===== config.mk =====
export PLATFORM = sky130hd
export DESIGN_NAME = bbox_digit_overlay
export DESIGN_NICKNAME = d
export VERILOG_FILES = /design/src/rtl/bbox_digit_overlay.sv
export SDC_FILE = /design/constraint.sdc
export NUM_CORES = 1
export LEC_CHECK = 0
export CAP_MARGIN = 0
export CORE_UTILIZATION = 55
export CTS_CLUSTER_DIAMETER = 80
export DETAILED_ROUTE_END_ITERATION = 12
export PLACE_DENSITY = 0.82
export SLEW_MARGIN = 5
export SYNTH_ARGS = -nofsm -noshare
export SYNTH_HDL_FRONTEND = slang
export SYNTH_SLANG_ARGS = --single-unit
export TNS_END_PERCENT = 1

===== constraint.sdc =====
create_clock -name clk -period 5.1 [get_ports clk]
set_input_delay 1.02 -clock clk [delete_from_list [all_inputs] [get_ports clk]]
set_output_delay 1.02 -clock clk [all_outputs]
set_load 0.02 [all_outputs]

===== src/rtl/bbox_digit_overlay.sv =====
// bbox_digit_overlay: two-stage video overlay that draws the per-frame bounding box
// and a vsync-filtered 7-segment digit on top of the source stream.
module bbox_digit_overlay #(
  parameter int          LINE_W        = 2,
  parameter logic [23:0] BOX_COLOR     = 24'hFF0000,
  parameter logic [23:0] DIGIT_COLOR   = 24'h00FF00,
  parameter int          DIGIT_X       = 16,
  parameter int          DIGIT_Y       = 16,
  parameter int          SEG_LEN       = 24,
  parameter int          SEG_W         = 4,
  parameter int          STABLE_FRAMES = 3
) (
  input  logic        clk,
  input  logic        rst_n,
  input  logic [23:0] RGB_Data_Src,
  input  logic        RGB_HSync_Src,
  input  logic        RGB_VSync_Src,
  input  logic        RGB_VDE_Src,
  input  logic [10:0] RGB_x_Src,
  input  logic [9:0]  RGB_y_Src,
  input  logic [10:0] left,
  input  logic [10:0] right,
  input  logic [9:0]  top,
  input  logic [9:0]  bottom,
  input  logic [3:0]  num,
  output logic [23:0] RGB_Data_Out,
  output logic        RGB_HSync_Out,
  output logic        RGB_VSync_Out,
  output logic        RGB_VDE_Out,
  output logic [3:0]  digit_shown
);
  localparam logic [11:0] LWX = 12'(LINE_W);
  localparam logic [11:0] DXO = 12'(DIGIT_X);
  localparam logic [11:0] WX  = 12'(SEG_W);
  localparam logic [11:0] LX  = 12'(SEG_LEN);
  localparam logic [10:0] LWY = 11'(LINE_W);
  localparam logic [10:0] DYO = 11'(DIGIT_Y);
  localparam logic [10:0] WY  = 11'(SEG_W);
  localparam logic [10:0] LY  = 11'(SEG_LEN);
  localparam logic [3:0]  SF  = 4'(STABLE_FRAMES);
  // Segment bits {a,b,c,d,e,f,g}; entries 10..15 draw nothing.
  localparam logic [6:0] SEG_MAP [16] = '{7'h7E, 7'h30, 7'h6D, 7'h79, 7'h33, 7'h5B, 7'h5F,
                                          7'h70, 7'h7F, 7'h7B, 7'h00, 7'h00, 7'h00, 7'h00,
                                          7'h00, 7'h00};
  logic [23:0] data1_q, data1_d, out_q, out_d;
  logic        hs1_q, hs1_d, vs1_q, vs1_d, de1_q, de1_d;
  logic        hs2_q, hs2_d, vs2_q, vs2_d, de2_q, de2_d;
  logic        vsp_q, vsp_d, bv_q, bv_d;
  logic [10:0] x1_q, x1_d, l_q, l_d, r_q, r_d;
  logic [9:0]  y1_q, y1_d, t_q, t_d, b_q, b_d;
  logic [3:0]  cand_q, cand_d, cnt_q, cnt_d, shown_q, shown_d;
  logic        rise, box_hit, seg_hit, hx, lc, rc, up, lo;
  logic [11:0] xe, le, re, dx;
  logic [10:0] ye, te, be, dy;
  logic [6:0]  on;
  always_comb begin
    rise    = RGB_VSync_Src & ~vsp_q;
    vsp_d   = RGB_VSync_Src;
    data1_d = RGB_Data_Src;
    hs1_d   = RGB_HSync_Src;
    vs1_d   = RGB_VSync_Src;
    de1_d   = RGB_VDE_Src;
    x1_d    = RGB_x_Src;
    y1_d    = RGB_y_Src;
    hs2_d   = hs1_q;
    vs2_d   = vs1_q;
    de2_d   = de1_q;
    l_d     = rise ? left   : l_q;
    r_d     = rise ? right  : r_q;
    t_d     = rise ? top    : t_q;
    b_d     = rise ? bottom : b_q;
    bv_d    = rise ? (left < right && top < bottom) : bv_q;
    cand_d  = cand_q;
    cnt_d   = cnt_q;
    shown_d = shown_q;
    if (rise) begin
      cand_d  = num;
      cnt_d   = (num != cand_q) ? 4'd1 : (cnt_q == 4'hF) ? cnt_q : cnt_q + 4'd1;
      shown_d = (cnt_d == SF) ? ((num > 4'd9) ? 4'hF : num) : shown_q;
    end
    xe = {1'b0, x1_q};
    le = {1'b0, l_q};
    re = {1'b0, r_q};
    ye = {1'b0, y1_q};
    te = {1'b0, t_q};
    be = {1'b0, b_q};
    // Edge band of the box; a box thinner than two line widths becomes solid.
    box_hit = bv_q && xe >= le && xe <= re && ye >= te && ye <= be &&
              (xe < le + LWX || xe + LWX > re || ye < te + LWY || ye + LWY > be);
    dx = xe - DXO;
    dy = ye - DYO;
    hx = dx >= WX && dx < WX + LX;
    lc = dx < WX;
    rc = dx >= LX + WX && dx < LX + WX + WX;
    up = dy >= WY && dy < WY + LY;
    lo = dy >= LY + WY + WY && dy < LY + LY + WY + WY;
    on = {hx && dy < WY, rc && up, rc && lo,
          hx && dy >= LY + LY + WY + WY && dy < LY + LY + WY + WY + WY,
          lc && lo, lc && up, hx && dy >= LY + WY && dy < LY + WY + WY};
    seg_hit = xe >= DXO && ye >= DYO && |(SEG_MAP[shown_q] & on);
    out_d = de1_q ? (seg_hit ? DIGIT_COLOR : box_hit ? BOX_COLOR : data1_q) : 24'h0;
  end
  always_ff @(posedge clk or negedge rst_n) begin
    if (!rst_n) begin
      data1_q <= '0;
      out_q   <= '0;
      hs1_q   <= 1'b0;
      vs1_q   <= 1'b0;
      de1_q   <= 1'b0;
      hs2_q   <= 1'b0;
      vs2_q   <= 1'b0;
      de2_q   <= 1'b0;
      vsp_q   <= 1'b0;
      bv_q    <= 1'b0;
      x1_q    <= '0;
      y1_q    <= '0;
      l_q     <= '0;
      r_q     <= '0;
      t_q     <= '0;
      b_q     <= '0;
      cand_q  <= 4'hF;
      cnt_q   <= 4'd0;
      shown_q <= 4'hF;
    end else begin
      data1_q <= data1_d;
      out_q   <= out_d;
      hs1_q   <= hs1_d;
      vs1_q   <= vs1_d;
      de1_q   <= de1_d;
      hs2_q   <= hs2_d;
      vs2_q   <= vs2_d;
      de2_q   <= de2_d;
      vsp_q   <= vsp_d;
      bv_q    <= bv_d;
      x1_q    <= x1_d;
      y1_q    <= y1_d;
      l_q     <= l_d;
      r_q     <= r_d;
      t_q     <= t_d;
      b_q     <= b_d;
      cand_q  <= cand_d;
      cnt_q   <= cnt_d;
      shown_q <= shown_d;
    end
  end
  assign RGB_Data_Out  = out_q;
  assign RGB_HSync_Out = hs2_q;
  assign RGB_VSync_Out = vs2_q;
  assign RGB_VDE_Out   = de2_q;
  assign digit_shown   = shown_q;
endmodule

Yosys cells after proc, flatten, opt, wreduce, memory -nomap -nowiden
Memory sizes are Yosys's and may differ from the RTL's.
Index checks and enable logic that the tools add are counted.
Storage, ports and cells
  latch bits: 0
  output and inout bits: 31
  ROM bits: 112
  memory bits (writable): 0
  logic and storage cells: 95
  register bits: 130
  memories: 1
Memory list
  (no name shown): words 16, bits a word 7, rd ports 1, clocked after Yosys merged registers in 0, write ports 0, RTL line 100  | seg_hit = xe >= DXO && ye >= DYO && |(SEG_MAP[shown_q] & on);
Operators by class
  bitwise logic cells: 4
  equality and inequality tests: 3
  multiplexer cells: 8
  $lt $le $gt $ge: 28
  reductions and logical operators: 26
  shift operators: 0
  divide/modulo/power cells: 0
  multiply operators: 0
  add/sub/neg operators: 7
Operator list (count)
  two-way mux 24 bit: 3
  less-than comparator 11 x 6 -> 1 bit (second input constant): 3
  adder 11 x 2 -> 12 bit (second input constant): 2
  adder 10 x 2 -> 11 bit (second input constant): 2
  greater-or-equal comparator 11 x 5 -> 1 bit (second input constant): 2
  greater-or-equal comparator 11 x 6 -> 1 bit (second input constant): 2
  logical AND 1 bit: 21
  two-way mux 7 bit: 2
  greater-or-equal comparator 12 x 3 -> 1 bit (second input constant): 1
  greater-or-equal comparator 12 x 5 -> 1 bit (second input constant): 1
  > comparator 12 x 11 -> 1 bit: 1
  less-than comparator 11 x 12 -> 1 bit: 1
  less-than comparator 12 x 3 -> 1 bit (second input constant): 1
  less-than comparator 12 x 5 -> 1 bit (second input constant): 1
  less-than comparator 12 x 6 -> 1 bit (second input constant): 1
  two-way mux 4 bit: 3
  subtractor 11 x 5 -> 12 bit (second input constant): 1
  greater-or-equal comparator 11 bit: 1
  greater-or-equal comparator 11 x 3 -> 1 bit (second input constant): 1
  > comparator 11 x 10 -> 1 bit: 1
  less-or-equal comparator 11 bit: 1
  less-than comparator 10 x 11 -> 1 bit: 1
  less-than comparator 11 bit: 1
  less-than comparator 11 x 3 -> 1 bit (second input constant): 1
  19 further kinds: 21

Depth between registers and ports, before layout
  depth after elaboration: 10
  depth in mapped cells: 14
  mapped depth without buffers: 13

Worst setup path before layout
Ideal clock, no wire load.
  path type: reg2reg
  from: register x1_q[2]
  to: register out_q[12], in the netlist RGB_Data_Out[12]
  setup slack: 1.945 ns
  setup time: 0.131 ns
  stages on the path, launching flop included: 15
  data arrival time: 3.024 ns
  required time: 4.969 ns
  cell sequence: dfrtp_1 > ha_1 > nand3_1 > nor3_1 > nand3_1 > xnor2_1 > ha_1 > nand3_1 > or2_2 > a21oi_1 > o221a_2 > nor3_2 > a2111oi_4 > buf_6 > o21ai_0
Between the ends
  longest elaborated chain between the ends: 10
  elaborated cells on any way between the ends: 38
  classes of those cells: add/sub: 2; order compare: 10; mux: 3; bitwise: 1; reduce/logical: 22
Ends and longest elaborated chain
  start, declared: RTL line 49  | logic [10:0] x1_q, x1_d, l_q, l_d, r_q, r_d;
  start signal, assigned: RTL line 115  | x1_q <= '0;
  start signal, assigned: RTL line 135  | x1_q <= x1_d;
  subtractor 11 x 5 -> 12 bit: RTL line 90  | dx = xe - DXO;
  greater-or-equal comparator 12 x 3 -> 1 bit or less-than comparator 12 x 5 -> 1 bit (tied branches): RTL line 92  | hx = dx >= WX && dx < WX + LX;
  logical AND 1 bit: RTL line 92
  logical AND 1 bit (on tied branches) (2 in series): RTL line 99, 98
  bitwise AND 7 bit: RTL line 100
  OR reduction 7 bit: RTL line 100
  logical AND 1 bit: RTL line 100
  two-way mux 24 bit (*) (2 in series): RTL line 101  | out_d = de1_q ? (seg_hit ? DIGIT_COLOR : box_hit ? BOX_COLOR : data1_q) : 24'h0;
  named net out_d[12]: RTL line 45  | logic [23:0] data1_q, data1_d, out_q, out_d;
  end signal, assigned: RTL line 126  | out_q <= out_d;
  end, declared: RTL line 45
The timed path passes the listed nets; every way through them passes the cells marked *.
A chain may end at the register's enable or synchronous reset.

Final worst setup path
  from: register x1_q[2]
  to: register out_q[20], in the netlist RGB_Data_Out[20]
The elaborated chain is that of the path after synthesis.

==> metrics.txt <==
outcome finished, final reports clean; 1st-iter DRT viols 318; combinational group share of total power 20.5%; Critical Path Sink Type flop; vias per std cell 5.57; CTS tree done; worst hold path class reg -> reg; routed len/inst 16.3 µm; Post-synth ARST share 100%; PortBufs 126; Antenna Nets Post-Route 0; Die X-Extent 120 µm; Ports 127; grt total ovfl 0; post-route worst setup slack 0.984 ns; Tot GR Track Use 27.3%; CP dominant cell by count nand3_1; CTS max path bufs 2; vias in the first global route 6,224; final cell utilization of the core 72.3%; CP top delay family compound AO/OA/AOI/OAI gates; PD cells 319 nW/µm²; RSZ-0062 raised after global routing false; average cell area after synthesis 9.90 µm²; Max Freq 0.243 GHz; PostCTS Resize Cnt 0; drt first pass iters 4; top cells by count, synth dfrtp_1, ha_1, nand2_1; syn_nets 992; Area Overhead vs Synth 26.4%; Int Pwr 2.17 mW; Seq/Total Area, Yosys 42.4%; Slew headroom 25.1%; CTS root buf clkbuf_16; die height 120 µm; LEAKAGE 4.54 nW; Post-synth EDFFs 0; top cells by area, synth dfrtp_1, ha_1, nand2_1, o21ai_0, inv_1; Mapped Area 7700 µm²; most common cell in the synthesized netlist dfrtp_1; # setup viols final 0; Fin. Hold Viols 0; # H-tree levels 4; Layout Skew 0.00877 ns; Detail Placement HPWL 13.3 mm; fin crit share 80.7%; pre-CTS WS 1.02 ns; proportion of layout cells with a drive suffix above 1 6.41%; share of the synthesized area in the top cell type 39.7%; DRC 0; clock sinks 130; routed vias 6,106; critical-path maximum fanout 19; # hold bufs at CTS 0; synthesis warning total 0; critical path class reg -> reg; Synth Flop Type dfrtp_1; pins over their slew limit 0; Clock Power Share 41.0%; Post-Place Cell Area 9120 µm²; WP data arrival 4.48 ns; Die Area 14,500 µm²; required time worst endpoint 5.47 ns; Nets 1,123; cells after synthesis 777; switching part of the total 30.1%; Yosys cell types 61; final std cell area, no fill 9730 µm²; largest net degree at the start of global routing 55; Buf/Inv on CP 1; # Post-CTS Setup Buffers 0; Clk Latency, worst-skew pair 0.43 ns; post-synth top area cell dfrtp_1; Tightest Pin Transition 1.12 ns; maxcap violations 0; initial antenna violation count 0; Inserted Clock Buffers 17; CP max-delay cell a2111oi_4; Clock transition at path regs 0.07 ns; Starting Density 57.2%; VDD IR max 0.000244 V; Tmin final 4.12 ns; worst-path cell chain ha_1 > nand3_1 > nor3_1 > nand3_1 > xnor2_1 > ha_1 > nand3_1 > or2_2 > a21oi_1 > o221a_2 > nor3_2 > a2111oi_4 > buf_4 > o21a_1; CORE AREA 13,500 µm²; switching power 0.933 mW; row cnt 42; TNS Setup 0 ns; final wirelength 17.9 mm; first-pass GRT wire length 30.6 mm; placer congestion estimate 0.885; Largest stage delay, worst path 1.02 ns; ant diodes 0; register bit total from synthesis 130; part of the power in registers 38.5%; Worst setup SP type flop
[stage by stage]
| step | power (mW) | std cells | hold WS, ns |
|---|---|---|---|
| finish | 3.10 | 1097 | 0.360 |
| global route | 3.27 | 1097 | 0.393 |
| CTS | 3.11 | 1097 | 0.367 |
| detailed placement | 1.84 | 1065 | 0.360 |
| global placement | 1.81 | 1065 | 0.335 |
| floorplan | 1.59 | 777 | 0.331 |
[cell type report]
cell class              count  area (µm²)
clock buffers              17         425
clock inverters            15         186
fillers                   993        3720
inverters                  78         293
multi-input cells         551        4050
flip-flops and latches    130        3260
well taps                 176         220
repair buffers            130        1290
[cell usage in the layout (no fill, tap or decap), drive strengths merged, types with 6 or more instances in the layout]
master         instances
xor2                  12
nand2                 93
nor2                  20
a211oi                14
or3                    6
dfstp                  8
o21ai                 66
nand2b                11
clkdlybuf4s50        125
a2111oi                6
o21a                  11
clkbuf                17
a31oi                  7
nor3b                  8
xnor2                 25
a21o                  17
a21oi                 31
dfrtp                122
nand3                 28
nor3                  14
ha                   119
nand4                 11
inv                   87
[flip-flops by register name, summed over array words and instances, names as in the netlist, 4 cells and up]
signal / flops
cand_q: 4
r_q: 11
RGB_Data_Out: 24
data1_q: 24
t_q: 10
x1_q: 11
b_q: 10
y1_q: 10
digit_shown: 4
l_q: 11
cnt_q: 4
[kinds of logic after synthesis]
kind of cell | after synthesis | share of synthesized area, %
AND/OR/NAND/NOR | 214 | 13.6
AO/OA/AOI/OAI | 179 | 15.1
flip-flops | 130 | 42.4
adder cells (fa/ha/maj) | 119 | 19.3
buffers and inverters | 96 | 5.06
XOR/XNOR | 37 | 4.21
multiplexers | 2 | 0.276
[worst register-to-register path, stage by stage, from the launching register on]
cell and delay [ns]:
dfrtp_1 0.47, ha_1 0.23, nand3_1 0.12, nor3_1 0.34, nand3_1 0.15, xnor2_1 0.15
ha_1 0.31, nand3_1 0.11, or2_2 0.31, a21oi_1 0.14, o221a_2 0.22, nor3_2 0.05
a2111oi_4 1.02, buf_4 0.30, o21a_1 0.14
[worst paths after layout]
path	startpoint	to	slack, ns	cells after the start
min in group asynchronous	rst_n	y1_q[1]	0.59	1
min reg2reg	hs1_q	RGB_HSync_Out	0.36	0
max	x1_q[2]	RGB_Data_Out[20]	0.98	14
min	hs1_q	RGB_HSync_Out	0.36	0
max in group asynchronous	rst_n	b_q[7]	3.52	2
max reg2reg	x1_q[2]	RGB_Data_Out[20]	0.98	14
[per-layer routing]
layer | routed length (µm) | global-route usage [%] | share of wire, % | vias to the layer above
li1 | - | - | - | 2981
met1 | 8000 | 35.5 | 45 | 2951
met2 | 8660 | 45.0 | 48 | 142
met3 | 926 | 6.89 | 5.2 | 32
met4 | 315 | 7.72 | 1.8 | 0
met5 | 0 | 0 | 0 | -
[power by group through the flow]
stage / registers [mW] / clock network (mW) / logic (mW)
final: 1.19 / 1.27 / 0.636
after global routing: 1.20 / 1.34 / 0.727
after CTS: 1.19 / 1.28 / 0.638
after detailed placement: 1.21 / 0 / 0.631
after global placement: 1.20 / 0 / 0.611
after floorplan: 1.20 / 0 / 0.381
Note: power is estimated with default switching activity, not from simulation.
